**src/rtl/uart_autobaud_if.sv**
```systemverilog
// Control/status bundle between the host sequencer and the autobaud controller.
// Start and Abort are single-cycle request pulses with no back-pressure; Done and Err are single-cycle result pulses.
interface uart_autobaud_if;
  logic        Rx;
  logic        Start;
  logic        Abort;
  logic [15:0] BaudRate;
  logic        Locked;
  logic        Busy;
  logic        Done;
  logic        Err;
  logic [1:0]  ErrCode;
  logic [2:0]  DbgState;

  modport master (
    output Rx, Start, Abort,
    input  BaudRate, Locked, Busy, Done, Err, ErrCode, DbgState
  );

  modport slave (
    input  Rx, Start, Abort,
    output BaudRate, Locked, Busy, Done, Err, ErrCode, DbgState
  );
endinterface

```
**src/rtl/uart_autobaud_ctrl.sv**
```systemverilog
// Measures a 0x55 sync character on the RX line and derives the 16x-oversample
// baud divisor (T8 / 128, rounded half-up), holding the last good value.
module uart_autobaud_ctrl #(
  parameter int          CNT_W       = 24,
  parameter logic [15:0] DEFAULT_DIV = 16'd326,
  parameter logic [15:0] MIN_DIV     = 16'd2
) (
  input logic            Clk,
  input logic            Rst,
  uart_autobaud_if.slave bus
);
  localparam int T8_W  = CNT_W + 2;
  localparam int DIV_W = (T8_W + 1 > 17) ? T8_W + 1 : 17;

  localparam logic [1:0] ERR_TIMEOUT  = 2'd1;
  localparam logic [1:0] ERR_MISMATCH = 2'd2;
  localparam logic [1:0] ERR_RANGE    = 2'd3;

  typedef enum logic [2:0] {
    S_IDLE      = 3'd0,
    S_ARM       = 3'd1,
    S_WAIT_FALL = 3'd2,
    S_MEASURE   = 3'd3,
    S_WAIT_STOP = 3'd4,
    S_CALC      = 3'd5,
    S_ERROR     = 3'd6
  } state_t;

  state_t           r_state;
  state_t           w_next;
  logic             r_rx_meta;
  logic             r_rx_sync;
  logic             r_rx_prev;
  logic [CNT_W-1:0] r_cnt;
  logic [CNT_W-1:0] r_i1;
  logic [T8_W-1:0]  r_t8;
  logic [2:0]       r_edges;
  logic [1:0]       r_pend_code;
  logic [1:0]       r_err_code;
  logic [15:0]      r_baud;
  logic             r_locked;
  logic             r_done;
  logic             r_err;

  logic             w_fall;
  logic             w_rise;
  logic             w_timeout;
  logic             w_mismatch;
  logic             w_range_bad;
  logic [1:0]       w_err_code;
  logic [CNT_W-1:0] w_ik;
  logic [CNT_W-1:0] w_diff;
  logic [DIV_W-1:0] w_div;

  // Edges come from the synchronized line, so the synchronizer latency cancels in every interval.
  assign w_fall      = r_rx_prev & ~r_rx_sync;
  assign w_rise      = ~r_rx_prev & r_rx_sync;
  assign w_ik        = r_cnt + 1'b1;
  assign w_diff      = (w_ik > r_i1) ? (w_ik - r_i1) : (r_i1 - w_ik);
  assign w_mismatch  = w_diff > (r_i1 >> 3);
  assign w_timeout   = &r_cnt;
  assign w_div       = (DIV_W'(r_t8) + DIV_W'(64)) >> 7;
  assign w_range_bad = (w_div < DIV_W'(MIN_DIV)) || (w_div > DIV_W'(17'h0FFFF));

  always_ff @(posedge Clk) begin
    if (Rst) begin
      r_state <= S_IDLE;
    end else begin
      r_state <= w_next;
    end
  end

  always_comb begin
    w_next     = r_state;
    w_err_code = 2'd0;
    case (r_state)
      S_IDLE:      if (bus.Start) w_next = S_ARM;
      S_ARM:       if (r_rx_sync) w_next = S_WAIT_FALL;
      S_WAIT_FALL: if (w_fall) w_next = S_MEASURE;
      S_MEASURE: begin
        if (w_timeout) begin
          w_next     = S_ERROR;
          w_err_code = ERR_TIMEOUT;
        end else if (w_fall) begin
          if (r_edges >= 3'd2 && w_mismatch) begin
            w_next     = S_ERROR;
            w_err_code = ERR_MISMATCH;
          end else if (r_edges == 3'd4) begin
            w_next = S_WAIT_STOP;
          end
        end
      end
      S_WAIT_STOP: begin
        if (w_timeout) begin
          w_next     = S_ERROR;
          w_err_code = ERR_TIMEOUT;
        end else if (w_rise) begin
          w_next = S_CALC;
        end
      end
      S_CALC: begin
        if (w_range_bad) begin
          w_next     = S_ERROR;
          w_err_code = ERR_RANGE;
        end else begin
          w_next = S_IDLE;
        end
      end
      S_ERROR:     w_next = S_IDLE;
      default:     w_next = S_IDLE;
    endcase
    // Abort wins over any edge or completion seen in the same cycle.
    if (r_state != S_IDLE && bus.Abort) w_next = S_IDLE;
  end

  always_ff @(posedge Clk) begin
    if (Rst) begin
      r_rx_meta   <= 1'b1;
      r_rx_sync   <= 1'b1;
      r_rx_prev   <= 1'b1;
      r_cnt       <= '0;
      r_i1        <= '0;
      r_t8        <= '0;
      r_edges     <= 3'd0;
      r_pend_code <= 2'd0;
      r_err_code  <= 2'd0;
      r_baud      <= DEFAULT_DIV;
      r_locked    <= 1'b0;
      r_done      <= 1'b0;
      r_err       <= 1'b0;
    end else begin
      r_rx_meta <= bus.Rx;
      r_rx_sync <= r_rx_meta;
      r_rx_prev <= r_rx_sync;
      r_done    <= 1'b0;
      r_err     <= 1'b0;
      if (w_next == S_ERROR && r_state != S_ERROR) r_pend_code <= w_err_code;
      case (r_state)
        S_IDLE: begin
          if (bus.Start) begin
            r_locked   <= 1'b0;
            r_err_code <= 2'd0;
          end
        end
        S_WAIT_FALL: begin
          if (w_fall) begin
            r_cnt   <= '0;
            r_t8    <= '0;
            r_edges <= 3'd1;
          end
        end
        S_MEASURE: begin
          if (w_fall) begin
            r_cnt   <= '0;
            r_t8    <= r_t8 + T8_W'(w_ik);
            r_edges <= r_edges + 3'd1;
            if (r_edges == 3'd1) r_i1 <= w_ik;
          end else begin
            r_cnt <= r_cnt + 1'b1;
          end
        end
        S_WAIT_STOP: r_cnt <= r_cnt + 1'b1;
        S_CALC: begin
          if (!bus.Abort && !w_range_bad) begin
            r_baud   <= w_div[15:0];
            r_locked <= 1'b1;
            r_done   <= 1'b1;
          end
        end
        S_ERROR: begin
          if (!bus.Abort) begin
            r_err      <= 1'b1;
            r_err_code <= r_pend_code;
          end
        end
        default: ;
      endcase
    end
  end

  assign bus.BaudRate = r_baud;
  assign bus.Locked   = r_locked;
  assign bus.Busy     = (r_state != S_IDLE);
  assign bus.Done     = r_done;
  assign bus.Err      = r_err;
  assign bus.ErrCode  = r_err_code;
  assign bus.DbgState = r_state;
endmodule

```
**src/flat_wrapper.sv**
```systemverilog
// flat-port wrapper written by rule: the top's interface ports become plain ports
module uart_autobaud_ctrl_flat 
#(
  parameter int          CNT_W       = 24,
  parameter logic [15:0] DEFAULT_DIV = 16'd326,
  parameter logic [15:0] MIN_DIV     = 16'd2
)
  (Clk, Rst, bus_Rx, bus_Start, bus_Abort, bus_BaudRate, bus_Locked, bus_Busy, bus_Done, bus_Err, bus_ErrCode, bus_DbgState);
  uart_autobaud_if bus_i ();
  input logic Clk;
  input logic Rst;
  input wire logic [$bits(bus_i.Rx)-1:0] bus_Rx;
  input wire logic [$bits(bus_i.Start)-1:0] bus_Start;
  input wire logic [$bits(bus_i.Abort)-1:0] bus_Abort;
  output wire logic [$bits(bus_i.BaudRate)-1:0] bus_BaudRate;
  output wire logic [$bits(bus_i.Locked)-1:0] bus_Locked;
  output wire logic [$bits(bus_i.Busy)-1:0] bus_Busy;
  output wire logic [$bits(bus_i.Done)-1:0] bus_Done;
  output wire logic [$bits(bus_i.Err)-1:0] bus_Err;
  output wire logic [$bits(bus_i.ErrCode)-1:0] bus_ErrCode;
  output wire logic [$bits(bus_i.DbgState)-1:0] bus_DbgState;
  assign bus_i.Rx = bus_Rx;
  assign bus_i.Start = bus_Start;
  assign bus_i.Abort = bus_Abort;
  assign bus_BaudRate = bus_i.BaudRate;
  assign bus_Locked = bus_i.Locked;
  assign bus_Busy = bus_i.Busy;
  assign bus_Done = bus_i.Done;
  assign bus_Err = bus_i.Err;
  assign bus_ErrCode = bus_i.ErrCode;
  assign bus_DbgState = bus_i.DbgState;
  uart_autobaud_ctrl #(.CNT_W(CNT_W), .DEFAULT_DIV(DEFAULT_DIV), .MIN_DIV(MIN_DIV)) u_core (.Clk(Clk), .Rst(Rst), .bus(bus_i));
endmodule
```
**config.mk**
```make
export PLATFORM = sky130hd
export DESIGN_NAME = uart_autobaud_ctrl_flat
export DESIGN_NICKNAME = d
export VERILOG_FILES = /design/src/rtl/uart_autobaud_if.sv /design/src/rtl/uart_autobaud_ctrl.sv /design/src/flat_wrapper.sv
export SDC_FILE = /design/constraint.sdc
export NUM_CORES = 1
export LEC_CHECK = 0
export CAP_MARGIN = 20
export CORE_MARGIN = 1
export CORE_UTILIZATION = 45
export DETAILED_ROUTE_END_ITERATION = 16
export GPL_TIMING_DRIVEN = 0
export PLACE_DENSITY = 0.61
export SLEW_MARGIN = 0
export SYNTH_ARGS = -nofsm -noshare
export SYNTH_HDL_FRONTEND = slang
export SYNTH_SLANG_ARGS = --single-unit
```
**constraint.sdc**
```tcl
create_clock -name Clk -period 19.69 [get_ports Clk]
set_clock_uncertainty 0.1 [all_clocks]
set_input_delay 4.9225 -clock Clk [delete_from_list [all_inputs] [get_ports Clk]]
set_output_delay 4.9225 -clock Clk [all_outputs]
set_load 0.02 [all_outputs]
```
==> results of run 1 <==
cell families after synthesis:
kind of cell	Yosys count
fa+ha+maj	100
compound gates	372
mux	16
xor+xnor	71
buf+inv	140
flops	106
simple gates	409
cell type report:
type,instances,share of cell area
clock inverters,7,0.00618
multi-input cells,968,0.644
inverters,72,0.0267
repair buffers,29,0.0287
well taps,265,0.0328
clock buffers,9,0.0223
plain buffers,68,0.0292
flip-flops and latches,106,0.210
stage by stage:
stage                util  instances  worst slack (ns)  hold WS, ns  cell area (sq um)
floorplan               -       1214             13.15        0.289               9210
global placement    0.497       1508             11.07        0.290               9830
detailed placement  0.497       1508             11.11        0.311               9830
CTS                 0.511       1524             11.07        0.330              10100
global route        0.511       1524             10.40        0.359              10100
finish              0.511       1524             10.88        0.323              10100
final timing paths:
check	depth (start not counted)	start	slack, ns	end
worst max-delay path	34	u_core.r_cnt[2]$_SDFFE_PP0P_	10.88	u_core.bus.DbgState[2]$_SDFF_PP0_
worst min-delay path	1	u_core.r_rx_meta$_SDFF_PP1_	0.32	u_core.r_rx_sync$_SDFF_PP1_
worst max register to register	34	u_core.r_cnt[2]$_SDFFE_PP0P_	10.88	u_core.bus.DbgState[2]$_SDFF_PP0_
worst min register to register	1	u_core.r_rx_meta$_SDFF_PP1_	0.32	u_core.r_rx_sync$_SDFF_PP1_
synthesized netlist by cell type, types with 17 or more instances:
master,count
inv_1,71
nor2_1,136
ha_1,97
nand4_1,23
xnor2_1,44
dfxtp_1,106
nand3_1,28
nand2_1,82
xor2_1,26
o21ai_0,78
and3_1,18
a22oi_1,21
buf_2,21
nor3_1,26
a21oi_1,113
nor2b_1,17
a211oi_1,46
clkbuf_1,40
flip-flops by register name, indices dropped and copies added, names as in the netlist, 2 cells and up:
name,cells
u_core.bus.DbgState,3
u_core.r_edges,3
u_core.r_i1,24
u_core.bus.BaudRate,16
u_core.r_pend_code,2
u_core.r_cnt,24
u_core.bus.ErrCode,2
u_core.r_t8,26
metal layers:
metal | share of wire | routed length (um) | global-route usage
met5 | 0 | 0 | 0
met3 | 0.069 | 1890 | 0.0528
met2 | 0.44 | 11900 | 0.397
met4 | 0.014 | 381 | 0.0505
met1 | 0.48 | 13200 | 0.368
worst max-delay path: cells and delay by family, from the launching register on:
kind,cells,cell delay [ns]
XOR/XNOR,2,0.53
buffers and inverters,6,1.58
AND/OR/NAND/NOR,12,2.02
adder cells (fa/ha/maj),2,0.59
flip-flops,1,0.43
AO/OA/AOI/OAI,12,3.44
power by group through the flow:
stage	Sequential, W	Combinational [W]	Clock (W)
2_1_floorplan	0.000222	0.0000311	0
3_3_place_gp	0.000221	0.0000495	0
3_5_place_dp	0.000221	0.0000495	0
4_1_cts	0.000216	0.0000497	0.000183
5_1_grt	0.000216	0.0000540	0.000192
6_report	0.000216	0.0000504	0.000180
==> qor.yml, run 1 <==
ys_top_cells_by_area: "dfxtp_1 (23%), ha_1 (13%), a21oi_1 (6.1%)"
yosysSeqAreaShare: 0.230
rows: 51
crit_required_ns: 19.84
dp_hpwl_um: 22300
cts_root_buf: "clkbuf_16"
layout_common_cells: "nor2_1 (136), a21oi_1 (113), dfxtp_1 (106)"
report.power.total_w: 0.000446
postSynthCellCount: 1214
synth_mux_area_frac: 0.0174
layout_commonest_cell: "nor2_1"
synth_warnings: 0
synth_seq_cells: 106
via_per_inst: 5.87
drv_slew: 0
cts_sinks: 106
synth-xor-area-share: 0.0684
worstMarginPinSlew_ns: 0.958
syn_nets: 1319
ios: 30
drt-wirelength-per-cell_um: 18.0
ys_types: 79
num_vias: 8944
routed_wl_um: 27400
synth_edf_count: 0
fin_crit_sh: 0.447
p_leak_nw: 4.25
h-tree-depth: 3
grt_max_degree: 20
critPathKind: "flip-flop to flip-flop"
drt_iter0_markers: 694
power.share.switching: 0.281
hold_buffers: 0
critPathSlowestCell: "o41ai_4"
avgSynthCellArea_sq_um: 7.58
peakVddDrop_mv: 0.0380
period_needed_ns: 8.81
drive_gt1_frac: 0.0540
clockBufferDepth: 2
die_w_um: 145
grt_first_pass_wirelength_um: 43400
synth-compound-area-share: 0.259
yosys.area.top_type: "dfxtp_1"
antenna_cells: 0
start_util: 0.465
cts_tree: "built"
p_comb_frac: 0.113
fp.coreArea_sq_um: 19800
rsz0062_at_grt: "false"
pwr-share-seq: 0.484
synth_top_family_by_area: "compound AO/OA/AOI/OAI gates"
dieArea_sq_um: 21000
fin_nets: 1359
clkSlewWorstSetupHoldPaths_ns: 0.08
clkLatencyLatePin_ns: 0.36
grtUsageTotal: 0.258
setup.worst_path.start_class: "flip-flop"
syn_area_sq_um: 9210
port-buffer-count: 29
grt-ovfl-total: 0
ff_latch_area_sq_um: 2120
cpPeakStageDelay_ns: 0.78
antenna_found_initial: 0
die_h_um: 145
grt_pass1_vias: 8085
async_flop_share: 0
crit_path_end_kind: "flip-flop"
ys.flop_type: "dfxtp_1"
final_antenna_net_count: 0
max_freq_mhz: 114
synth-adder-area-share: 0.138
post_cts_buffers: 0
synth_top_area_frac: 0.230
slew_headroom: 0.359
syn2layout_area_growth_pct: 9.88
place.gp.congestion: 0.921
worst-path-max-fanout: 10
p_switching_w: 0.000125
cp_common_cell: "nand2_1"
cts_resized: 0
fill_cells: 2025
numCtsBuffers: 9
fin_tns_setup_ns: 0
status: "completed"
hold_violations: 0
yosys.area_share.simple: 0.225
crit_arrival_ns: 8.96
drc: 0
first_pass_iters: 5
setup-violations-final: 0
p_int_w: 0.000321
p_per_area_nw_per_um2: 44.1
multiInputGateArea_sq_um: 6520
hp-class: "flip-flop to flip-flop"
p_clk_frac: 0.402
drv_cap: 0
Power figures use the tool's default switching activity.
==> run 2, diff against run 1 <==
==> constraint.sdc (replaced) <==
create_clock -name Clk -period 8.9 [get_ports Clk]
set_clock_uncertainty 0.1 [all_clocks]
set_input_delay 2.225 -clock Clk [delete_from_list [all_inputs] [get_ports Clk]]
set_output_delay 2.225 -clock Clk [all_outputs]
set_load 0.02 [all_outputs]
==> run 2 against run 1 <==
Compared with the run above: fmax rose by 5.9%; largest power group unchanged; critical path type unchanged; critical endpoint unchanged; power rose by 120%; sequential share of layout area fell by 0.057 points.
==> qor.yml, run 2 (synthesis results as in run 1) <==
status: "completed"
clockBufferDepth: 2  # unchanged
hp-class: "flip-flop to flip-flop"
worstMarginPinSlew_ns: 0.949  # -0.00904 ns
layout_common_cells: "nor2_1 (136), a21oi_1 (113), dfxtp_1 (106)"
syn2layout_area_growth_pct: 10.2
power.share.switching: 0.281  # about the same
layout_commonest_cell: "nor2_1"
drc: 0  # unchanged
antenna_found_initial: 0  # unchanged
clkLatencyLatePin_ns: 0.36  # about the same
p_per_area_nw_per_um2: 97.4  # +120%
dp_hpwl_um: 22300  # unchanged
setup.worst_path.start_class: "flip-flop"
grt_first_pass_wirelength_um: 43400  # unchanged
drt-wirelength-per-cell_um: 18.0  # about the same
worst-path-max-fanout: 9  # -1
p_int_w: 0.000710  # +120%
first_pass_iters: 5  # unchanged
cts_tree: "built"
ff_latch_area_sq_um: 2120  # unchanged
num_vias: 8956  # +0.13%
setup-violations-final: 0  # unchanged
fill_cells: 2024  # -0.049%
hold_violations: 0  # unchanged
ios: 30  # unchanged
start_util: 0.465  # unchanged
largest_reg_flops: 26  # unchanged
crit_buf_inv: 4  # -2
numCtsBuffers: 9  # unchanged
drive_gt1_frac: 0.0571  # +0.00309
grt_pass1_vias: 8085  # unchanged
grtUsageTotal: 0.258  # unchanged
die_h_um: 145  # unchanged
fp.coreArea_sq_um: 19800  # unchanged
critPathKind: "flip-flop to flip-flop"
drt_iter0_markers: 691  # -0.43%
crit_arrival_ns: 8.47  # -0.49 ns
h-tree-depth: 3  # unchanged
report.power.total_w: 0.000988  # +120%
cpPeakStageDelay_ns: 0.47  # -0.31 ns
cts_sinks: 106  # unchanged
fin_tns_setup_ns: 0  # unchanged
place.gp.congestion: 0.921  # unchanged
crit_path_end_kind: "flip-flop"
max_freq_mhz: 120  # +5.9%
die_w_um: 145  # unchanged
port-buffer-count: 29  # unchanged
drv_cap: 0  # unchanged
p_leak_nw: 4.26  # +0.26%
slew_headroom: 0.365  # +0.00605
drv_slew: 0  # unchanged
multiInputGateArea_sq_um: 6530  # +0.19%
final_antenna_net_count: 0  # unchanged
crit_required_ns: 9.05  # -10.79 ns
via_per_inst: 5.87  # about the same
timing.hold.ws_ns: 0.324  # +0.00129 ns
p_switching_w: 0.000278  # +120%
fin_crit_sh: 0.934  # +0.487
cts_root_buf: "clkbuf_16"
critPathSlowestCell: "buf_1"
clkSlewWorstSetupHoldPaths_ns: 0.08  # about the same
routed_wl_um: 27400  # +0.22%
hold_buffers: 0  # unchanged
rows: 51  # unchanged
layout_top_registers: "u_core.r_t8 (26), u_core.r_cnt (24), u_core.r_i1 (24)"
dieArea_sq_um: 21000  # unchanged
grt_max_degree: 20  # unchanged
regMostFlops: "u_core.r_t8"
antenna_cells: 0  # unchanged
fin_nets: 1361  # +0.15%
peakVddDrop_mv: 0.0849  # +120%
rsz0062_at_grt: "false"
pwr-share-seq: 0.484  # about the same
p_clk_frac: 0.402  # about the same
p_comb_frac: 0.114  # about the same
crit_family: "compound AO/OA/AOI/OAI gates"
period_needed_ns: 8.32  # -0.493 ns
grt-ovfl-total: 0  # unchanged
run 2: final timing paths:
check / cells past startpoint / to / slack [ns] / from
hold reg to reg: 1 / u_core.r_rx_sync$_SDFF_PP1_ / 0.32 / u_core.r_rx_meta$_SDFF_PP1_
hold / removal: 1 / u_core.r_rx_sync$_SDFF_PP1_ / 0.32 / u_core.r_rx_meta$_SDFF_PP1_
setup reg to reg: 33 / u_core.bus.DbgState[2]$_SDFF_PP0_ / 0.58 / u_core.r_cnt[2]$_SDFFE_PP0P_
setup / recovery: 33 / u_core.bus.DbgState[2]$_SDFF_PP0_ / 0.58 / u_core.r_cnt[2]$_SDFFE_PP0P_
run 2: timing repair:
| item | in CTS | in global routing |
|---|---|---|
| endpoints found under the hold margin | 0 | 0 |
| setup endpoints to repair | 0 | 5 |
| setup buffers | 0 | 2 |
| gates resized for setup | 0 | 2 |
run 2: routing by layer:
metal,share of wire,track usage,up-vias
met5,0,0,-
li1,-,-,4456
met4,0.013,0.0505,0
met1,0.48,0.368,4205
met3,0.073,0.0528,27
met2,0.43,0.397,268
run 2: area by class of cell:
cell class | instances | share of cell area
well taps | 265 | 0.0327
flip-flops and latches | 106 | 0.209
plain buffers | 68 | 0.0291
clock buffers | 9 | 0.0222
clock inverters | 7 | 0.00617
inverters | 72 | 0.0266
repair buffers | 31 | 0.0301
multi-input cells | 968 | 0.644
run 2: power by group through the flow:
stage | clock (W) | combinational [W] | sequential [W]
final | 0.000397 | 0.000112 | 0.000478
after global routing | 0.000424 | 0.000121 | 0.000479
after CTS | 0.000406 | 0.000110 | 0.000478
after detailed placement | 0 | 0.000109 | 0.000490
after global placement | 0 | 0.000110 | 0.000490
after floorplan | 0 | 0.0000688 | 0.000490
run 2: metrics by stage:
stage	utilization	cells	setup slack, ns	cell area [sq um]
after floorplan	-	1214	2.36	9210
after global placement	0.497	1508	0.283	9830
after detailed placement	0.497	1508	0.325	9830
after CTS	0.511	1524	0.284	10100
after global routing	0.513	1526	0.123	10100
final	0.513	1526	0.585	10100
==> run 3, diff against run 2 <==
--- a/config.mk
+++ b/config.mk
@@ -11,6 +11,7 @@
 export DETAILED_ROUTE_END_ITERATION = 16
 export GPL_TIMING_DRIVEN = 0
 export PLACE_DENSITY = 0.61
+export SKIP_LAST_GASP = 1
 export SLEW_MARGIN = 0
 export SYNTH_ARGS = -nofsm -noshare
 export SYNTH_HDL_FRONTEND = slang
==> results of run 3 <==
The final DEF is identical to that of run 2; final timing and power are the same.
